<file path="src/rtl/fluid_pkg.sv">
// Shared types for the dispenser tank stock: fluid codes, datapath widths,
// restock FSM states and the restock arbitration helper.
package fluid_pkg;

  localparam int unsigned LEVEL_W = 16;
  localparam int unsigned VOL_W   = 8;

  typedef enum logic [1:0] {
    FLUID_WATER   = 2'b00,
    FLUID_JUICE   = 2'b01,
    FLUID_CHEM    = 2'b10,
    FLUID_INVALID = 2'b11
  } fluid_t;

  typedef enum logic [1:0] {
    IDLE,
    REQ,
    FILL,
    DONE
  } state_t;

  // Fixed priority: water before juice before chemical.
  function automatic fluid_t lowest_pending(input logic [2:0] pending);
    if (pending[0])      return FLUID_WATER;
    else if (pending[1]) return FLUID_JUICE;
    else                 return FLUID_CHEM;
  endfunction

endpackage

</file>
<file path="src/rtl/tank_level.sv">
// One tank: level register, draw accept/debit, saturating fill and low-mark flag.
module tank_level
  import fluid_pkg::*;
#(
  parameter int unsigned CAPACITY   = 100,
  parameter int unsigned LOW_MARK   = 20,
  parameter int unsigned FILL_RATE  = 5,
  parameter int unsigned INIT_LEVEL = 50
) (
  input  logic               clk,
  input  logic               reset,
  input  logic               draw,
  input  logic [VOL_W-1:0]   volume,
  input  logic               fill_en,
  output logic [LEVEL_W-1:0] level,
  output logic               accept,
  output logic [LEVEL_W-1:0] next_level,
  output logic               low
);

  localparam logic [LEVEL_W-1:0] CAP_L  = LEVEL_W'(CAPACITY);
  localparam logic [LEVEL_W-1:0] LOW_L  = LEVEL_W'(LOW_MARK);
  localparam logic [LEVEL_W-1:0] RATE_L = LEVEL_W'(FILL_RATE);
  localparam logic [LEVEL_W-1:0] INIT_L = LEVEL_W'(INIT_LEVEL);

  logic [LEVEL_W-1:0] vol_ext;
  logic [LEVEL_W-1:0] post_draw;
  logic [LEVEL_W-1:0] headroom;
  logic [LEVEL_W-1:0] fill_amt;

  // Accept is judged on the pre-update level; the fill is clamped
  // against the post-draw level so a same-cycle draw+fill never overshoots.
  always_comb begin
    vol_ext   = LEVEL_W'(volume);
    accept    = draw && (volume != '0) && (vol_ext <= level);
    post_draw = accept ? (level - vol_ext) : level;
    headroom  = CAP_L - post_draw;
    fill_amt  = '0;
    if (fill_en) fill_amt = (headroom < RATE_L) ? headroom : RATE_L;
    next_level = post_draw + fill_amt;
    low        = next_level < LOW_L;
  end

  always_ff @(posedge clk) begin
    if (reset) level <= INIT_L;
    else       level <= next_level;
  end

endmodule

</file>
<file path="src/rtl/restock_controller.sv">
// Owns the three tank levels, debits dispense draws and runs the supplier
// request/ack handshake that refills flagged tanks up to capacity.
module restock_controller
  import fluid_pkg::*;
#(
  parameter int unsigned CAPACITY    = 100,
  parameter int unsigned LOW_MARK    = 20,
  parameter int unsigned FILL_RATE   = 5,
  parameter int unsigned ACK_TIMEOUT = 15,
  parameter int unsigned INIT_LEVEL  = 50
) (
  input  logic               clk,
  input  logic               reset,
  input  logic               disp_valid,
  input  logic [1:0]         disp_fluid,
  input  logic [VOL_W-1:0]   disp_volume,
  output logic               disp_ok,
  output logic               disp_reject,
  output logic [LEVEL_W-1:0] level_water,
  output logic [LEVEL_W-1:0] level_juice,
  output logic [LEVEL_W-1:0] level_chem,
  output logic               sup_req,
  output logic [1:0]         sup_fluid,
  input  logic               sup_ack,
  output logic               fill_active,
  output logic               restock_done,
  output logic               timeout_err
);

  localparam int unsigned        TIMER_W = $clog2(ACK_TIMEOUT + 1);
  localparam logic [TIMER_W-1:0] TIMER_LAST = TIMER_W'(ACK_TIMEOUT - 1);
  localparam logic [LEVEL_W-1:0] CAP_L = LEVEL_W'(CAPACITY);

  state_t             state, state_next;
  fluid_t             sel, sel_next;
  logic [TIMER_W-1:0] timer, timer_next;
  logic               timeout_hit;
  logic [2:0]         pending, pending_next;

  logic [2:0]         draw, fill_en, accept, low;
  logic [LEVEL_W-1:0] level [3];
  logic [LEVEL_W-1:0] next_level [3];

  always_comb begin
    draw    = '0;
    fill_en = '0;
    for (int unsigned i = 0; i < 3; i++) begin
      draw[i]    = disp_valid && (disp_fluid == i[1:0]);
      fill_en[i] = (state == FILL) && (sel == i[1:0]);
    end
  end

  for (genvar g = 0; g < 3; g++) begin : g_tank
    tank_level #(
      .CAPACITY  (CAPACITY),
      .LOW_MARK  (LOW_MARK),
      .FILL_RATE (FILL_RATE),
      .INIT_LEVEL(INIT_LEVEL)
    ) u_tank (
      .clk       (clk),
      .reset     (reset),
      .draw      (draw[g]),
      .volume    (disp_volume),
      .fill_en   (fill_en[g]),
      .level     (level[g]),
      .accept    (accept[g]),
      .next_level(next_level[g]),
      .low       (low[g])
    );
  end

  assign level_water = level[0];
  assign level_juice = level[1];
  assign level_chem  = level[2];

  // DONE clears first so that a same-cycle reject or low level re-arms the bit.
  always_comb begin
    pending_next = pending;
    if (state == DONE) pending_next[sel] = 1'b0;
    pending_next = pending_next | (draw & ~accept) | low;
  end

  always_ff @(posedge clk) begin
    if (reset) begin
      state       <= IDLE;
      sel         <= FLUID_WATER;
      timer       <= '0;
      pending     <= '0;
      timeout_err <= 1'b0;
      disp_ok     <= 1'b0;
      disp_reject <= 1'b0;
    end else begin
      state       <= state_next;
      sel         <= sel_next;
      timer       <= timer_next;
      pending     <= pending_next;
      timeout_err <= timeout_err | timeout_hit;
      disp_ok     <= disp_valid && (|accept);
      disp_reject <= disp_valid && !(|accept);
    end
  end

  always_comb begin
    state_next  = state;
    sel_next    = sel;
    timer_next  = timer;
    timeout_hit = 1'b0;
    case (state)
      IDLE: begin
        if (|pending) begin
          sel_next   = lowest_pending(pending);
          timer_next = '0;
          state_next = REQ;
        end
      end
      REQ: begin
        if (sup_ack) begin
          timer_next = '0;
          state_next = FILL;
        end else if (timer == TIMER_LAST) begin
          timeout_hit = 1'b1;
          timer_next  = '0;
          state_next  = IDLE;
        end else begin
          timer_next = timer + 1'b1;
        end
      end
      FILL:    if (next_level[sel] == CAP_L) state_next = DONE;
      DONE:    state_next = IDLE;
      default: state_next = IDLE;
    endcase
  end

  always_comb begin
    sup_req      = (state == REQ);
    fill_active  = (state == FILL);
    restock_done = (state == DONE);
    sup_fluid    = ((state == REQ) || (state == FILL)) ? sel : FLUID_WATER;
  end

endmodule

</file>
<file path="config.mk">
export PLATFORM = sky130hd
export DESIGN_NAME = restock_controller
export DESIGN_NICKNAME = d
export VERILOG_FILES = /design/src/rtl/fluid_pkg.sv /design/src/rtl/tank_level.sv /design/src/rtl/restock_controller.sv
export SDC_FILE = /design/constraint.sdc
export NUM_CORES = 1
export LEC_CHECK = 0
export ABC_AREA = 0
export CAP_MARGIN = 40
export CORE_ASPECT_RATIO = 1.75
export CORE_MARGIN = 4
export CORE_UTILIZATION = 55
export CTS_CLUSTER_SIZE = 14
export DETAILED_ROUTE_END_ITERATION = 6
export PLACE_DENSITY = 0.8
export SYNTH_ARGS = -nofsm -noshare
export SYNTH_HDL_FRONTEND = slang
export SYNTH_SLANG_ARGS = --single-unit
</file>
<file path="constraint.sdc">
create_clock -name clk -period 14.3 [get_ports clk]
set_clock_uncertainty 0.15 [all_clocks]
set_input_delay 2.86 -clock clk [delete_from_list [all_inputs] [get_ports clk]]
set_output_delay 2.86 -clock clk [all_outputs]
set_load 0.02 [all_outputs]
</file>
### Word level (Yosys, flattened, before mapping)

Index checks and enable logic that the tools add are counted.

* multiplexer cells: 30
* reductions and logical operators: 27
* bitwise operators: 8
* $add $sub $neg: 10
* magnitude comparators: 12
* eq/ne operators: 12

Operators by type and width (count)
* 16-bit 2-to-1 mux: 11
* 16-bit adder: 3
* 8-bit by 16-bit <= comparator with 1-bit output: 3
* 16-bit by 3-bit less-than comparator with 1-bit output (second input constant): 3
* 16-bit by 5-bit less-than comparator with 1-bit output (second input constant): 3
* 16-bit by 8-bit subtractor with 16-bit output: 3
* 7-bit by 16-bit subtractor with 16-bit output (first input constant): 3
* 16-bit binary-select mux with 2-bit select: 1
* 16-bit by 7-bit equality test with 1-bit output (second input constant): 1
* 1-bit logical AND: 15
* 2-bit 2-to-1 mux: 7
* 4-bit 2-to-1 mux: 3
* 2-bit equality test (second input constant): 4
* 2-bit one-hot mux with 4 select lines: 1
* 4-bit one-hot mux with 2 select lines: 1
* 8-bit nonzero test: 1
* 3-bit bitwise AND: 2
* 2-bit by 1-bit equality test with 1-bit output (second input constant): 3
* 2-bit logical NOT: 3
* 3-bit inverter: 2
* 3-bit OR: 2
* 3-bit OR reduction: 2
* 4-bit by 1-bit adder with 4-bit output (second input constant): 1
* 4-bit equality test (second input constant): 1
* other kinds (16): 20

* flip-flop bits (word level): 62
* word-level logic and storage cells: 109

### Longest topological paths before layout

Gate-level depths: netlist of the first run.

* depth after elaboration: 16
* mapped depth: 41
* depth with buffers taken out: 41

### By module

A second synthesis of the first run with hierarchy kept.

* cell total of the unflattened synthesis: 1095
* area, all modules: 8338.0 µm²

Modules (own cells, without submodules)
* tank_level (g_tank[1].u_tank): cells an instance 348, area each 2581.2 µm², times used 1
* tank_level (g_tank[0].u_tank): cells an instance 327, area each 2463.6 µm², times used 1
* tank_level (g_tank[2].u_tank): cells an instance 299, area each 2364.8 µm², times used 1
* restock_controller: cells an instance 121, area each 928.4 µm², times used 1

### Worst setup path before layout of the first run

No wires, ideal clock.

* path type: in2reg
* from: in disp_volume[1]
* to: reg state[0]
* data arrival time: 10.903 ns
* setup slack: 3.152 ns
* buffers on the path: 1
* cell stages on the path: 37
* data required time: 14.055 ns
* cell sequence: inv_1 fa_1 a21o_1 a21oi_1 o21ai_0 a21oi_1 nand2b_1 a21boi_0 o311ai_1 clkbuf_1 mux2i_1 inv_1 nand2_1 o21a_1 or3b_2 mux2i_1 o32ai_1 nand4_1 o21a_1 ha_1 fa_1 a21o_1 a21oi_1 o21bai_1 a21oi_1 o21bai_1 a211oi_1 o21ai_0 a31o_2 a21oi_1 xor2_1 and4_1 nor2b_1 o32ai_1 and2_1 a32oi_1 a221oi_1

* longest elaborated chain between the ends: 15
* elaborated cells on any way between the ends: 37
* classes of those cells: add/sub (9); order compare (6); eq/ne (2); mux (12); reduce/logical (8)

Ends and longest elaborated chain
* start: declaration: line restock_controller.sv:16 `input logic [VOL_W-1:0] disp_volume,`
* branches (longest 9 deep; another with 8-bit by 16-bit <= comparator with 1-bit output)
* 16-bit binary-select mux with 2-bit select *: line restock_controller.sv:128 `FILL: if (next_level[sel] == CAP_L) state_next = DONE;`
* 16-bit 2-to-1 mux (implied by the code) * (2 in series): line restock_controller.sv:128
* 16-bit by 7-bit equality test with 1-bit output *: line restock_controller.sv:128
* 2-bit by 1-bit != test with 1-bit output (no source line) *
* 3-bit AND reduction (no source line) *
* end signal: assignment: line restock_controller.sv:93 `state <= state_next;`
* end: declaration: line restock_controller.sv:34 `state_t state, state_next;`

Every way passes the cells marked *. The select of a mux whose other input is x is not followed.
A chain may end at the register's enable or synchronous reset.

### Final worst setup path of the first run

* from: in disp_volume[0]
* to: reg state[0]

Same word-level chain as after synthesis.

==> reports/metrics.csv, run 1 <==
stage;metric;value;unit
run_status;outcome;finished, final reports clean;
sta;fmax;0.0827;GHz
detailed_routing;drt_pre_antenna_iters;6;
worst_setup_path;crit_family;compound AO/OA/AOI/OAI gates;
detailed_routing;wl_per_cell;17.5;um
worst_setup_path;cp_slowest_cell;clkdlybuf4s50_1;
yosys;synth_cell_types;91;
final_layout;areaGrowthSynthToFinish;17.5;%
die;start_util;0.562;
die;row_count;55;
worst_setup_path;cp-startpoint;disp_volume[0];
die;chipWidth;95.1;um
grt;grt_max_degree;60;
worst_setup_path;endpoint_kind;flop;
yosys;ys.flop_type;dfxtp_1;
final_layout;drive_above_1_share;0.0690;
detailed_routing;drtIter0Drc;328;
worst_setup_path;worst_ep_arrival_time;12.19;ns
grt;grt_antenna_before_repair;0;
sta;tns;0;ns
worst_setup_path;max_stage_delay;0.56;ns
clock_network;clk_path_buf_depth;2;
sta;period_needed;12.10;ns
pwr;power_density;200;mW/mm2
sta;worst_slew_pin_slew;0.728;ns
die;io_pins;70;
final_layout;fillers;1096;
min_path;min_from;timeout_err;
clock_network;clock_latency;0.34;ns
sta;setup_viol;0;
final_layout;nNetsFinal;1149;
sta;max_slew_margin;0.510;
detailed_routing;vias;7504;
final_layout;n_antenna_cell;0;
final_layout;fin_cells;1229;
pwr;p_leak;3.78;nW
worst_setup_path;start_kind;primary input;
grt;grt_util_all_layers;0.289;
yosys;synthesis.area;0.00731;mm2
detailed_routing;avgViaCountPerCell;6.11;
detailed_routing;final_antenna_net_count;0;
sta;maxSlewViolCount;0;
grt;grt_pass1_wl;34800;um
final_layout;seqCellArea;0.00124;mm2
worst_setup_path;path_common_cell;a21oi_1;
worst_setup_path;timing.rr.start;g_tank[1].u_tank.level[0];
yosys;syn_inst;953;
worst_setup_path;cp.required;14.39;ns
die;die_area;0.0153;mm2
sta;finalHoldViolations;0;
worst_setup_path;path_depth;39;
placed_design;dp_hpwl;17400;um
clock_network;cts_resized;0;
clock_network;clkSinkCount;62;
placed_design;dp_cells;1213;
final_layout;multi_input_area;0.00579;mm2
clock_network;cts_hold_repair.buffers;0;
sta;fin_crit_sh;0.846;
min_path;hp-class;flop to flop;
die;die_height;161;um
sta;rsz0062_at_grt;false;
detailed_routing;drc;0;
flow_run;drv_cap;0;
yosys;yosys_register_bits;62;
die;fp.coreArea;0.0130;mm2
clock_network;cts_tree;yes;
grt;grt_pass1_vias;7526;
yosys;synth_edf_count;0;
yosys;yosysWarnings;0;
yosys;ys_seq_area_frac;0.170;
pwr;peakVddDrop;0.135;mV
min_path;worstHoldPathCells;2;
clock_network;clockRootBuffer;clkbuf_16;
worst_setup_path;worst-setup-path-type;primary input to flop;
worst_setup_path;ff2ff_path_depth;39;
clock_network;cts_setup_buffers;0;
clock_network;path_clk_slew;0.05;ns
detailed_routing;wl;21500;um
yosys;synthArstFlopShare;0;
placed_design;gp_congestion;0.950;
yosys;avgSynthCellArea;7.67;um2
placed_design;portBuffers;69;
clock_network;cts_max_level;3;
clock_network;cts-buffers-inserted;9;
grt;globalRoute.totalOverflow;0;
worst_setup_path;critPathMaxFanout;15;
worst_setup_path;cp_num_buf_inv;3;
==> cell type report <==
class / instances / share of cell area
clock buffer: 13 / 0.0315
clock inverter: 3 / 0.00758
inverter: 79 / 0.0345
multi-input combinational: 828 / 0.674
sequential: 62 / 0.145
tap: 171 / 0.0249
timing repair buffer: 73 / 0.0833
==> worst reg2reg max path, delay by kind of cell, from the launching register on <==
kind	cells	cell delay, ns
xor+xnor	1	0.20
simple gates	7	1.49
mux	2	0.46
fa+ha+maj	4	1.16
compound gates	22	5.09
buf+inv	3	0.43
flops	1	0.30
==> sequential cells by signal, summed over array words and instances (netlist names), named ones only <==
name and cells:
sel 2, g_tank.u_tank.level 48, pending 3, disp_reject 1
timer 4, state 1, disp_ok 1, timeout_err 1
==> report_power, final <==
part	internal, mW	leakage [nW]	switching, mW
sequential	0.227	0.513	0.0778
combinational	0.483	3.10	0.678
clock	0.167	0.166	0.0819
==> routing by layer <==
layer / global-route usage / routed length, um / vias up
met5: 0 / 0 / -
met4: 0.206 / 1610 / 0
met3: 0.0426 / 1020 / 99
met2: 0.529 / 11300 / 285
met1: 0.283 / 7580 / 3475
li1: - / - / 3645
==> cells in the final DEF (no fill, tap or decap), drive strengths merged, types with 13 or more instances in the layout <==
cell           Yosys  final
nor2              89     89
inv               79     79
ha                77     77
clkdlybuf4s50      0     68
nand2             66     66
a21oi             66     66
dfxtp             62     62
xnor2             46     46
o21ai             44     44
conb               1     35
nor3              30     30
xor2              30     30
nor2b             26     26
nand3             20     20
mux2i             20     20
nand4             19     19
or3               17     17
nor4              15     15
and2              15     15
a21o              14     14
or2               13     13
clkbuf            14     13
==> synth_stat cells, types with 11 or more instances <==
cell | count | area, um2
inv_1 | 79 | 297
xnor2_1 | 46 | 403
nand2_1 | 66 | 248
a31oi_1 | 11 | 68.8
clkbuf_1 | 13 | 48.8
a211oi_1 | 11 | 82.6
dfxtp_1 | 62 | 1240
a21oi_1 | 65 | 325
or3_1 | 14 | 87.6
o21ai_0 | 43 | 215
xor2_1 | 30 | 263
nor3_1 | 30 | 150
nor4_1 | 14 | 87.6
mux2i_1 | 20 | 200
nand3_1 | 20 | 100
or2_2 | 12 | 75.1
a21o_1 | 14 | 105
o31ai_1 | 12 | 90.1
ha_1 | 77 | 963
nand4_1 | 19 | 119
nor2_1 | 88 | 330
nor2b_1 | 26 | 163
nand2b_1 | 12 | 75.1
==> final timing paths <==
| check | endpoint | slack (ns) |
|---|---|---|
| setup / recovery | state[0] | 2.20 |
| hold / removal | timeout_err | 0.36 |
| setup reg to reg | state[0] | 4.93 |
| hold reg to reg | timeout_err | 0.36 |
==> kinds of logic (layout without fill, tap and decap cells) <==
| group | after synthesis | after routing | share of synthesized area |
|---|---|---|---|
| and+or+nand+nor | 359 | 359 | 0.260 |
| AOI/OAI and AO/OA | 250 | 250 | 0.238 |
| buffers and inverters | 97 | 168 | 0.0582 |
| adders and majority gates | 82 | 82 | 0.145 |
| xor gates and xnor gates | 76 | 76 | 0.0911 |
| DFF | 62 | 62 | 0.170 |
| muxes | 26 | 26 | 0.0371 |
| other | 1 | 35 | 0.000513 |
==> through the flow <==
stage / util / setup WS, ns / hold WS (ns) / cell area [um2] / power (mW)
floorplan: - / 3.15 / 0.351 / 7440 / 1.14
global placement: 0.635 / 2.39 / 0.318 / 8250 / 1.43
detailed placement: 0.635 / 2.00 / 0.357 / 8250 / 1.44
CTS: 0.660 / 2.28 / 0.370 / 8590 / 1.70
global route: 0.660 / 1.46 / 0.399 / 8590 / 1.85
finish: 0.660 / 2.20 / 0.359 / 8590 / 1.71
(Power assumes the default switching activity.)
==> run 2, diff against run 1 <==
- CORE_UTILIZATION: 55 -> 54
- PLACE_DENSITY: 0.8 -> 0.82
- clock period: 14.3 -> 10.3 ns (I/O delays scaled with it)
==> run 2 against run 1 <==
Net effect:
- sequential share of layout area down 1.3 points
- count of clock-buffer cells in the layout down 2
- total power up 53%
- design area up 9.5%
- clock power up 30%
- register-to-register slack worse by 2.8 ns
- combinational power up 61%
- global-route usage up 1.7 points
- sequential power up 40%
- cell count up 7.2%
- worst hold slack worse by 0.012 ns
- worst setup slack worse by 1.9 ns
- largest cell class unchanged
- highest routed layer unchanged
==> reports/metrics.csv, run 2 (synthesis results as in run 1) <==
stage;metric;value;unit
detailed_routing;drc;0;
placed_design;portBuffers;69;
final_layout;final_cell_mix;buf_4, nor2_1, inv_1;
worst_setup_path;cp_slowest_cell;or4_1;
sta;fmax;0.100;GHz
placed_design;dp_hpwl;18500;um
grt;globalRoute.totalOverflow;0;
final_layout;largestRegisters;g_tank.u_tank.level x48, timer x4, pending x3;
detailed_routing;wl;24000;um
clock_network;path_clk_slew;0.06;ns
die;row_count;56;
pwr;power_density;278;mW/mm2
worst_setup_path;endpoint_kind;flop;
pwr;p_leak;4.19;nW
clock_network;clkSinkCount;62;
pwr;sequentialPowerShare;0.163;
sta;setup_viol;0;
die;fp.coreArea;0.0133;mm2
final_layout;drive_above_1_share;0.169;
pwr;p_int;1.35;mW
pwr;power_frac_clock;0.124;
detailed_routing;drt_pre_antenna_iters;5;
clock_network;cts_tree;yes;
clock_network;cts_hold_repair.buffers;0;
sta;maxSlewViolCount;0;
grt;grt_antenna_before_repair;0;
pwr;sw_frac_of_total;0.485;
placed_design;gp_congestion;0.966;
sta;tns;0;ns
die;io_pins;70;
final_layout;post-route-util;0.707;
detailed_routing;vias;8034;
grt;grt_util_all_layers;0.305;
pwr;p_switching;1.27;mW
final_layout;top_register;g_tank.u_tank.level;
flow_run;drv_cap;0;
worst_setup_path;max_stage_delay;0.54;ns
worst_setup_path;start_kind;primary input;
die;chipWidth;96.0;um
pwr;p_total;2.62;mW
sta;finalHoldViolations;0;
grt;grt_max_degree;53;
final_layout;final_common_cell;buf_4;
clock_network;clockRootBuffer;clkbuf_16;
grt;grt_pass1_vias;7993;
clock_network;cts_max_level;3;
min_path;hp-class;flop to flop;
sta;worst_slew_pin_slew;0.674;ns
detailed_routing;avgViaCountPerCell;6.10;
final_layout;n_antenna_cell;0;
pwr;peakVddDrop;0.201;mV
sta;max_slew_margin;0.546;
final_layout;nNetsFinal;1235;
run_status;outcome;finished, final reports clean;
detailed_routing;final_antenna_net_count;0;
detailed_routing;drtIter0Drc;412;
clock_network;cts-buffers-inserted;9;
final_layout;largest_reg_flops;48;
clock_network;clk_path_buf_depth;2;
sta;fin_crit_sh;0.967;
die;die_height;162;um
final_layout;areaGrowthSynthToFinish;28.7;%
pwr;combPwrFrac;0.713;
worst_setup_path;path_common_cell;a21oi_1;
worst_setup_path;cp.required;10.39;ns
clock_network;clock_latency;0.34;ns
final_layout;fillers;1053;
sta;period_needed;9.96;ns
detailed_routing;wl_per_cell;18.2;um
worst_setup_path;critPathMaxFanout;8;
die;start_util;0.549;
die;die_area;0.0155;mm2
grt;grt_pass1_wl;37300;um
worst_setup_path;worst-setup-path-type;primary input to flop;
worst_setup_path;worst_ep_arrival_time;10.05;ns
==> run 2: cell count changes in the layout (fill, tap and decap cells not counted), sizes merged <==
cell	change
bufinv	-1
clkdlybuf4s50	-1
clkinvlp	+3
buf	+86
dlymetal6s2s	+1
clkbuf	-2
==> run 2: worst max-delay path, delay by kind of cell <==
kind                       cells  cell delay [ns]
AOI/OAI and AO/OA             19             3.38
and+or+nand+nor               11             2.29
adders and majority gates      3             0.93
buffers and inverters          4             0.90
muxes                          1             0.27
xor gates and xnor gates       1             0.17
==> run 2: cell type report <==
type	count	area (um2)	area share
Multi-Input combinational cell	828	5950	0.633
Timing Repair Buffer	159	1390	0.148
Sequential cell	62	1240	0.132
Inverter	79	297	0.0315
Clock buffer	11	253	0.0269
Tap cell	174	218	0.0231
Clock inverter	5	57.6	0.00612
==> run 2: repair_timing <==
action	CTS	global route
setup endpoints to repair	2	3
setup buffers	1	6
resized for setup	3	45
cloned	0	0
pin swaps	1	15
==> run 2: final timing paths <==
kind / from / endpoint / slack [ns] / cells past startpoint
hold / removal: timeout_err / timeout_err / 0.35 / 2
setup / recovery: disp_volume[2] / flop / 0.34 / 39
setup reg to reg: g_tank[2].u_tank.level[0] / flop / 2.13 / 40
hold reg to reg: timeout_err / timeout_err / 0.35 / 2
==> run 2: per-layer routing <==
layer,share of wire,track usage,vias up
li1,-,-,3816
met1,0.34,0.290,3705
met2,0.51,0.552,352
met3,0.057,0.0639,161
met4,0.093,0.231,0
met5,0,0,-
==> run 2: metrics by stage <==
| stage | hold slack [ns] | setup slack, ns | cells | instance area (um2) |
|---|---|---|---|---|
| floorplan | 0.351 | 0.220 | 987 | 7440 |
| global placement | 0.323 | -0.0526 | 1294 | 8840 |
| detailed placement | 0.346 | -0.354 | 1295 | 8860 |
| CTS | 0.356 | 0.00710 | 1312 | 9200 |
| global route | 0.380 | -0.183 | 1318 | 9410 |
| finish | 0.348 | 0.339 | 1318 | 9410 |
==> run 2: power groups by stage <==
stage | registers (mW) | clock network, mW | logic, mW
finish | 0.427 | 0.324 | 1.87
global route | 0.434 | 0.332 | 2.03
CTS | 0.422 | 0.324 | 1.76
detailed placement | 0.426 | 0 | 1.74
global placement | 0.425 | 0 | 1.71
floorplan | 0.462 | 0 | 1.13
